File: src/rtl/rc_pkg.sv
// Shared types and constants for the receive-path blocks.
package rc_pkg;

    typedef enum logic [1:0] {
        IDLE = 2'd0,
        RUN  = 2'd1,
        ERR  = 2'd2
    } unstuff_state_t;

    localparam int USB_MAX_ONES = 6;

endpackage

File: src/rtl/rc_unstuffer_if.sv
// Serial bit and framing signals between decode_nrzi, the unstuffer and the CRC/SIPO stage.
interface rc_unstuffer_if;

    logic s_in;
    logic start_unstuffer;
    logic end_unstuffer;
    logic abort;
    logic s_out;
    logic bit_valid;
    logic start_crc;
    logic end_crc;
    logic stuff_error;

    modport master (
        output s_in,
        output start_unstuffer,
        output end_unstuffer,
        output abort,
        input  s_out,
        input  bit_valid,
        input  start_crc,
        input  end_crc,
        input  stuff_error
    );

    modport slave (
        input  s_in,
        input  start_unstuffer,
        input  end_unstuffer,
        input  abort,
        output s_out,
        output bit_valid,
        output start_crc,
        output end_crc,
        output stuff_error
    );

endinterface

File: src/rtl/rc_sat_counter.sv
// Saturating event counter, cleared only by the asynchronous reset.
module rc_sat_counter #(
    parameter int WIDTH = 8
) (
    input  logic             clk,
    input  logic             rst_n,
    input  logic             inc,
    output logic [WIDTH-1:0] count
);

    logic [WIDTH-1:0] count_q;
    logic [WIDTH-1:0] count_d;

    always_comb begin
        count_d = count_q;
        if (inc && (count_q != {WIDTH{1'b1}})) begin
            count_d = count_q + 1'b1;
        end
    end

    always_ff @(posedge clk or negedge rst_n) begin
        if (!rst_n) begin
            count_q <= '0;
        end else begin
            count_q <= count_d;
        end
    end

    assign count = count_q;

endmodule

File: src/rtl/rc_unstuffer.sv
// Receive bit unstuffer: drops the stuffed 0 after MAX_ONES 1s and flags stuff violations.
// Optional saturating error counter port err_count enabled by RC_UNSTUFF_ERRCNT_EN.
module rc_unstuffer
    import rc_pkg::*;
#(
    parameter int MAX_ONES = USB_MAX_ONES
) (
    input  logic           clk,
    input  logic           rst_n,
    rc_unstuffer_if.slave  bus
`ifdef RC_UNSTUFF_ERRCNT_EN
    ,
    output logic [7:0]     err_count
`endif
);

    localparam int ONES_W = $clog2(MAX_ONES + 1);
    localparam logic [ONES_W-1:0] ONES_MAX = ONES_W'(MAX_ONES);

    unstuff_state_t    state_q, state_d;
    logic [ONES_W-1:0] ones_q, ones_d;
    logic              pending_q, pending_d;
    logic              s_out_q, s_out_d;
    logic              bit_valid_q, bit_valid_d;
    logic              start_crc_q, start_crc_d;
    logic              end_crc_q, end_crc_d;
    logic              stuff_error_q, stuff_error_d;

    always_comb begin
        state_d       = state_q;
        ones_d        = ones_q;
        pending_d     = pending_q;
        s_out_d       = 1'b0;
        bit_valid_d   = 1'b0;
        start_crc_d   = 1'b0;
        end_crc_d     = 1'b0;
        stuff_error_d = 1'b0;

        if (bus.abort) begin
            state_d   = IDLE;
            ones_d    = '0;
            pending_d = 1'b0;
        end else if (bus.start_unstuffer) begin
            // Start (or restart) always treats this cycle's s_in as bit 0 with a clean run count.
            state_d     = RUN;
            ones_d      = {{(ONES_W-1){1'b0}}, bus.s_in};
            pending_d   = 1'b0;
            s_out_d     = bus.s_in;
            bit_valid_d = 1'b1;
            start_crc_d = 1'b1;
        end else begin
            unique case (state_q)
                RUN: begin
                    if (bus.end_unstuffer) begin
                        state_d   = IDLE;
                        ones_d    = '0;
                        pending_d = 1'b0;
                        end_crc_d = 1'b1;
                    end else if (ones_q == ONES_MAX) begin
                        ones_d = '0;
                        if (bus.s_in) begin
                            state_d       = ERR;
                            stuff_error_d = 1'b1;
                        end
                    end else begin
                        ones_d      = bus.s_in ? ones_q + 1'b1 : '0;
                        s_out_d     = bus.s_in;
                        bit_valid_d = 1'b1;
                        start_crc_d = pending_q;
                        pending_d   = 1'b0;
                    end
                end
                ERR: begin
                    if (bus.end_unstuffer) begin
                        state_d = IDLE;
                    end
                end
                default: begin
                    state_d = IDLE;
                    ones_d  = '0;
                end
            endcase
        end
    end

    always_ff @(posedge clk or negedge rst_n) begin
        if (!rst_n) begin
            state_q       <= IDLE;
            ones_q        <= '0;
            pending_q     <= 1'b0;
            s_out_q       <= 1'b0;
            bit_valid_q   <= 1'b0;
            start_crc_q   <= 1'b0;
            end_crc_q     <= 1'b0;
            stuff_error_q <= 1'b0;
        end else begin
            state_q       <= state_d;
            ones_q        <= ones_d;
            pending_q     <= pending_d;
            s_out_q       <= s_out_d;
            bit_valid_q   <= bit_valid_d;
            start_crc_q   <= start_crc_d;
            end_crc_q     <= end_crc_d;
            stuff_error_q <= stuff_error_d;
        end
    end

    assign bus.s_out       = s_out_q;
    assign bus.bit_valid   = bit_valid_q;
    assign bus.start_crc   = start_crc_q;
    assign bus.end_crc     = end_crc_q;
    assign bus.stuff_error = stuff_error_q;

`ifdef RC_UNSTUFF_ERRCNT_EN
    // Counting the next-state pulse keeps err_count in step with the visible stuff_error.
    rc_sat_counter #(
        .WIDTH (8)
    ) u_err_cnt (
        .clk   (clk),
        .rst_n (rst_n),
        .inc   (stuff_error_d),
        .count (err_count)
    );
`endif

endmodule

File: src/flat_wrapper.sv
// flat-port wrapper written by rule: the top's interface ports become plain ports
module rc_unstuffer_flat import rc_pkg::*;
#(
    parameter int MAX_ONES = USB_MAX_ONES
)
  (clk, rst_n, bus_s_in, bus_start_unstuffer, bus_end_unstuffer, bus_abort, bus_s_out, bus_bit_valid, bus_start_crc, bus_end_crc, bus_stuff_error);
  rc_unstuffer_if bus_i ();
  input  logic clk;
  input  logic rst_n;
  input wire logic [$bits(bus_i.s_in)-1:0] bus_s_in;
  input wire logic [$bits(bus_i.start_unstuffer)-1:0] bus_start_unstuffer;
  input wire logic [$bits(bus_i.end_unstuffer)-1:0] bus_end_unstuffer;
  input wire logic [$bits(bus_i.abort)-1:0] bus_abort;
  output wire logic [$bits(bus_i.s_out)-1:0] bus_s_out;
  output wire logic [$bits(bus_i.bit_valid)-1:0] bus_bit_valid;
  output wire logic [$bits(bus_i.start_crc)-1:0] bus_start_crc;
  output wire logic [$bits(bus_i.end_crc)-1:0] bus_end_crc;
  output wire logic [$bits(bus_i.stuff_error)-1:0] bus_stuff_error;
  assign bus_i.s_in = bus_s_in;
  assign bus_i.start_unstuffer = bus_start_unstuffer;
  assign bus_i.end_unstuffer = bus_end_unstuffer;
  assign bus_i.abort = bus_abort;
  assign bus_s_out = bus_i.s_out;
  assign bus_bit_valid = bus_i.bit_valid;
  assign bus_start_crc = bus_i.start_crc;
  assign bus_end_crc = bus_i.end_crc;
  assign bus_stuff_error = bus_i.stuff_error;
  rc_unstuffer #(.MAX_ONES(MAX_ONES)) u_core (.clk(clk), .rst_n(rst_n), .bus(bus_i));
endmodule
File: config.mk
export PLATFORM = sky130hd
export DESIGN_NAME = rc_unstuffer_flat
export DESIGN_NICKNAME = d
export VERILOG_FILES = /design/src/rtl/rc_pkg.sv /design/src/rtl/rc_unstuffer_if.sv /design/src/rtl/rc_sat_counter.sv /design/src/rtl/rc_unstuffer.sv /design/src/flat_wrapper.sv
export SDC_FILE = /design/constraint.sdc
export NUM_CORES = 1
export LEC_CHECK = 0
export BUFFER_PORTS_ARGS = -buffer_cell sky130_fd_sc_hd__buf_4
export CAP_MARGIN = 20
export CORE_AREA = 2 2 39 41
export DETAILED_ROUTE_END_ITERATION = 10
export DIE_AREA = 0 0 41 43
export PLACE_DENSITY = 0.57
export SETUP_SLACK_MARGIN = 0.02
export SYNTH_ARGS = -nofsm -noshare
export SYNTH_HDL_FRONTEND = slang
export SYNTH_HIERARCHICAL = 1
export SYNTH_SLANG_ARGS = --single-unit
File: constraint.sdc
create_clock -name clk -period 1.3 [get_ports clk]
set_input_delay 0.26 -clock clk [delete_from_list [all_inputs] [get_ports clk]]
set_output_delay 0.26 -clock clk [all_outputs]
set_load 0.05 [all_outputs]
==> flow_summary.toml <==
[clocking]
cts_sinks = 10
cts_made_buffers = 3
htree_num_levels = 1
cts_root_buffer = "clkbuf_4"
clk-insertion-delay-late_ps = 260
tritoncts_clock_tree = "yes"
clock_path_buffers = 2
path_clk_slew_ps = 70

[routing]
drtIter0Drc = 9
detailroute.via_count = 379
route.final.wire_length_um = 989
first_pass_iters = 4
remaining_drc_errors = 0
drt.antenna.violating_nets = 0
drt-vias-per-instance = 5.053
wl_per_cell_um = 13.19

[yosys]
synth.top_cell.area_share = 0.5236
yosysWarnings = 6
syn_inst = 43
synth_top_family_by_area = "simple AND/OR/NAND/NOR gates"
post_synth_xor_xnor_area = 0
yosys.cell_types.count = 22
synth.cell_area_um2 = 478.0
syn_avg_cell_area_um2 = 11.12
synthesis.nets = 51
synth_fa_ha_area_frac = 0.05236
postSynthRegisterBits = 10
netlist_top_cells_area = "dfrtp_1, ha_1, nor2_1"
complex_gate_fraction_of_the_synthesized_area = 0.1126
synth_sequential_area_ratio = 0.5236
synth.mux.area_fraction = 0
yosys.area_share.simple = 0.2958
synth.largest_area_cell = "dfrtp_1"

[min_path]
worst_hold_path_type = "input pin to register"
hold_path.startpoint = "bus_end_unstuffer"
whs_path_depth = 2

[die]
die_h_um = 43
design.die.area_um2 = 1763
placementRows = 14
i_o_pins = 11
floorplan.core_area_um2 = 1384
die_w_um = 41
initial_utilization = 0.3454

[critical_path]
timing.critical_path.fanout_max = 5
cp-start-kind = "register"
worstSetupStartpoint = "u_core/state_q[1]"
timing.reg2reg.worst_path_depth = 3
endpoint_kind = "register"
cp.arrival_ps = 1430
timing.setup.critical_path_class = "register to register"
required_ps = 1450
worst_r2r_startpoint = "u_core/state_q[1]"

[cells_and_area]
layout_commonest_cell = "buf_4"
antenna_cells = 0
final_cell_area_um2 = 631.9
final-instance-count-excl-fill = 75
share_of_layout_cells_above_drive_strength_1 = 0.3559
area_growth_pct = 32.20
fin_util = 0.4566
mostFrequentLayoutCells = "buf_4, dfrtp_1, nor2_1"
final_nets = 68

[timing]
fmaxAchievable_mhz = 783.4
totalNegativeSetupSlack_ps = 0
setup_ws_ps = 23.59
setup_repair_after_global_routing_missed_its_margin = "yes"
post_route_clock_skew_ps = 3.194
fin_crit_sh = 0.9819
slew_headroom = 0.7035
tightest_slew_ps = 443.6
finalCriticalPeriod_ps = 1276
finalHoldWorstSlack_ps = 195.4
hold_viol = 0
slew_viol_final = 0
setup-violations-final = 0

[place]
pre_cts_ws_ps = 92.56
placed_instances = 69
post-dp-hpwl_um = 703
placed_area_um2 = 573.1
io_buffers = 10
place.gp.congestion = 0.8755

[grt]
antenna_found_initial = 0
gr-usage-all-layers = 0.1278
largest_net_degree_at_the_start_of_global_routing = 11
grt_first_pass_wirelength_um = 1497
number_of_global_route_vias_before_repair = 354
grt_overflow_total = 0

[power]
design_power_total_mw = 0.6842
portion_of_total_power_attributed_to_combinational_logic = 0.124
power.sequential.fraction = 0.474
internal_power_mw = 0.5223
pwr_density_cell_nw_per_um2 = 1083
total_leakage_power_nw = 0.2879
net-switching-power_mw = 0.1619
power.ir.vdd_worst_mv = 0.4359
netSwitchingFraction = 0.2366
clockPowerShare = 0.403

[job]
timing.max_cap.violations = 0

[outcome]
run_status = "finished clean"
power by group through the flow:
stage                     logic [mW]  registers [mW]  clock network [mW]
after floorplan               0.0207           0.350                   0
after global placement        0.0802           0.330                   0
final                         0.0845           0.324               0.276
after global routing          0.0925           0.325               0.306
after CTS                     0.0827           0.324               0.284
after detailed placement      0.0801           0.330                   0
worst max-delay path, stage by stage, from the launching register on:
cell	delay, ps
dfrtp_1	430
nor3b_4	290
a31oi_1	150
o31ai_1	310
cells by family after synthesis:
logic type,after synthesis
compound gates,7
simple gates,22
fa+ha+maj,2
flops,10
buf+inv,2
sequential cells by signal, indices dropped and copies added (netlist names):
signal                  count
u_core/bus.bit_valid        1
u_core/bus.end_crc          1
u_core/bus.s_out            1
u_core/bus.start_crc        1
u_core/bus.stuff_error      1
u_core/ones_q               3
u_core/state_q              2
repair_timing:
action | CTS | global route
buffers inserted | 0 | 1
resized for setup | 0 | 2
hold endpoints to repair | 10 | 0
hold buffers | 1 | 0
setup endpoints to repair | 0 | 4
layout make-up:
type,count,area [µm²]
fillers,135,752.0
flip-flops and latches,10,250.2
multi-input cells,31,225.2
repair buffers,12,92.59
clock buffers,4,36.28
well taps,16,20.02
inverters,2,7.507
cells in the mapped netlist:
library cell / count
and3_1: 1
o31ai_1: 1
nand2b_1: 2
nand4_1: 1
nor2b_1: 2
nor3b_4: 1
a31oi_1: 1
nand2_1: 4
nand3_2: 1
nor4_1: 1
o311ai_2: 1
nor4b_2: 1
o21ai_1: 1
inv_1: 2
a21oi_1: 2
and2b_1: 1
dfrtp_1: 10
nor2_1: 5
nor3b_1: 1
a41oi_1: 1
nand3_1: 1
ha_1: 2
final timing paths:
kind	endpoint	slack [ps]
min	u_core/state_q[1]	200
max in group asynchronous	u_core/state_q[0]	800
max	u_core/ones_q[0]	20
min in group asynchronous	u_core/bus.stuff_error	360
max reg2reg	u_core/ones_q[0]	20
min reg2reg	u_core/ones_q[0]	560
per-layer routing:
layer  part of all wire  up-vias  global-route usage
met2               0.53        9              0.1875
met4              0.019        0             0.08000
met5                  0        -                   0
li1                   -      186                   -
met1               0.41      182              0.1595
met3              0.041        2             0.03141
No activity file was read; power rests on OpenSTA's default activity.
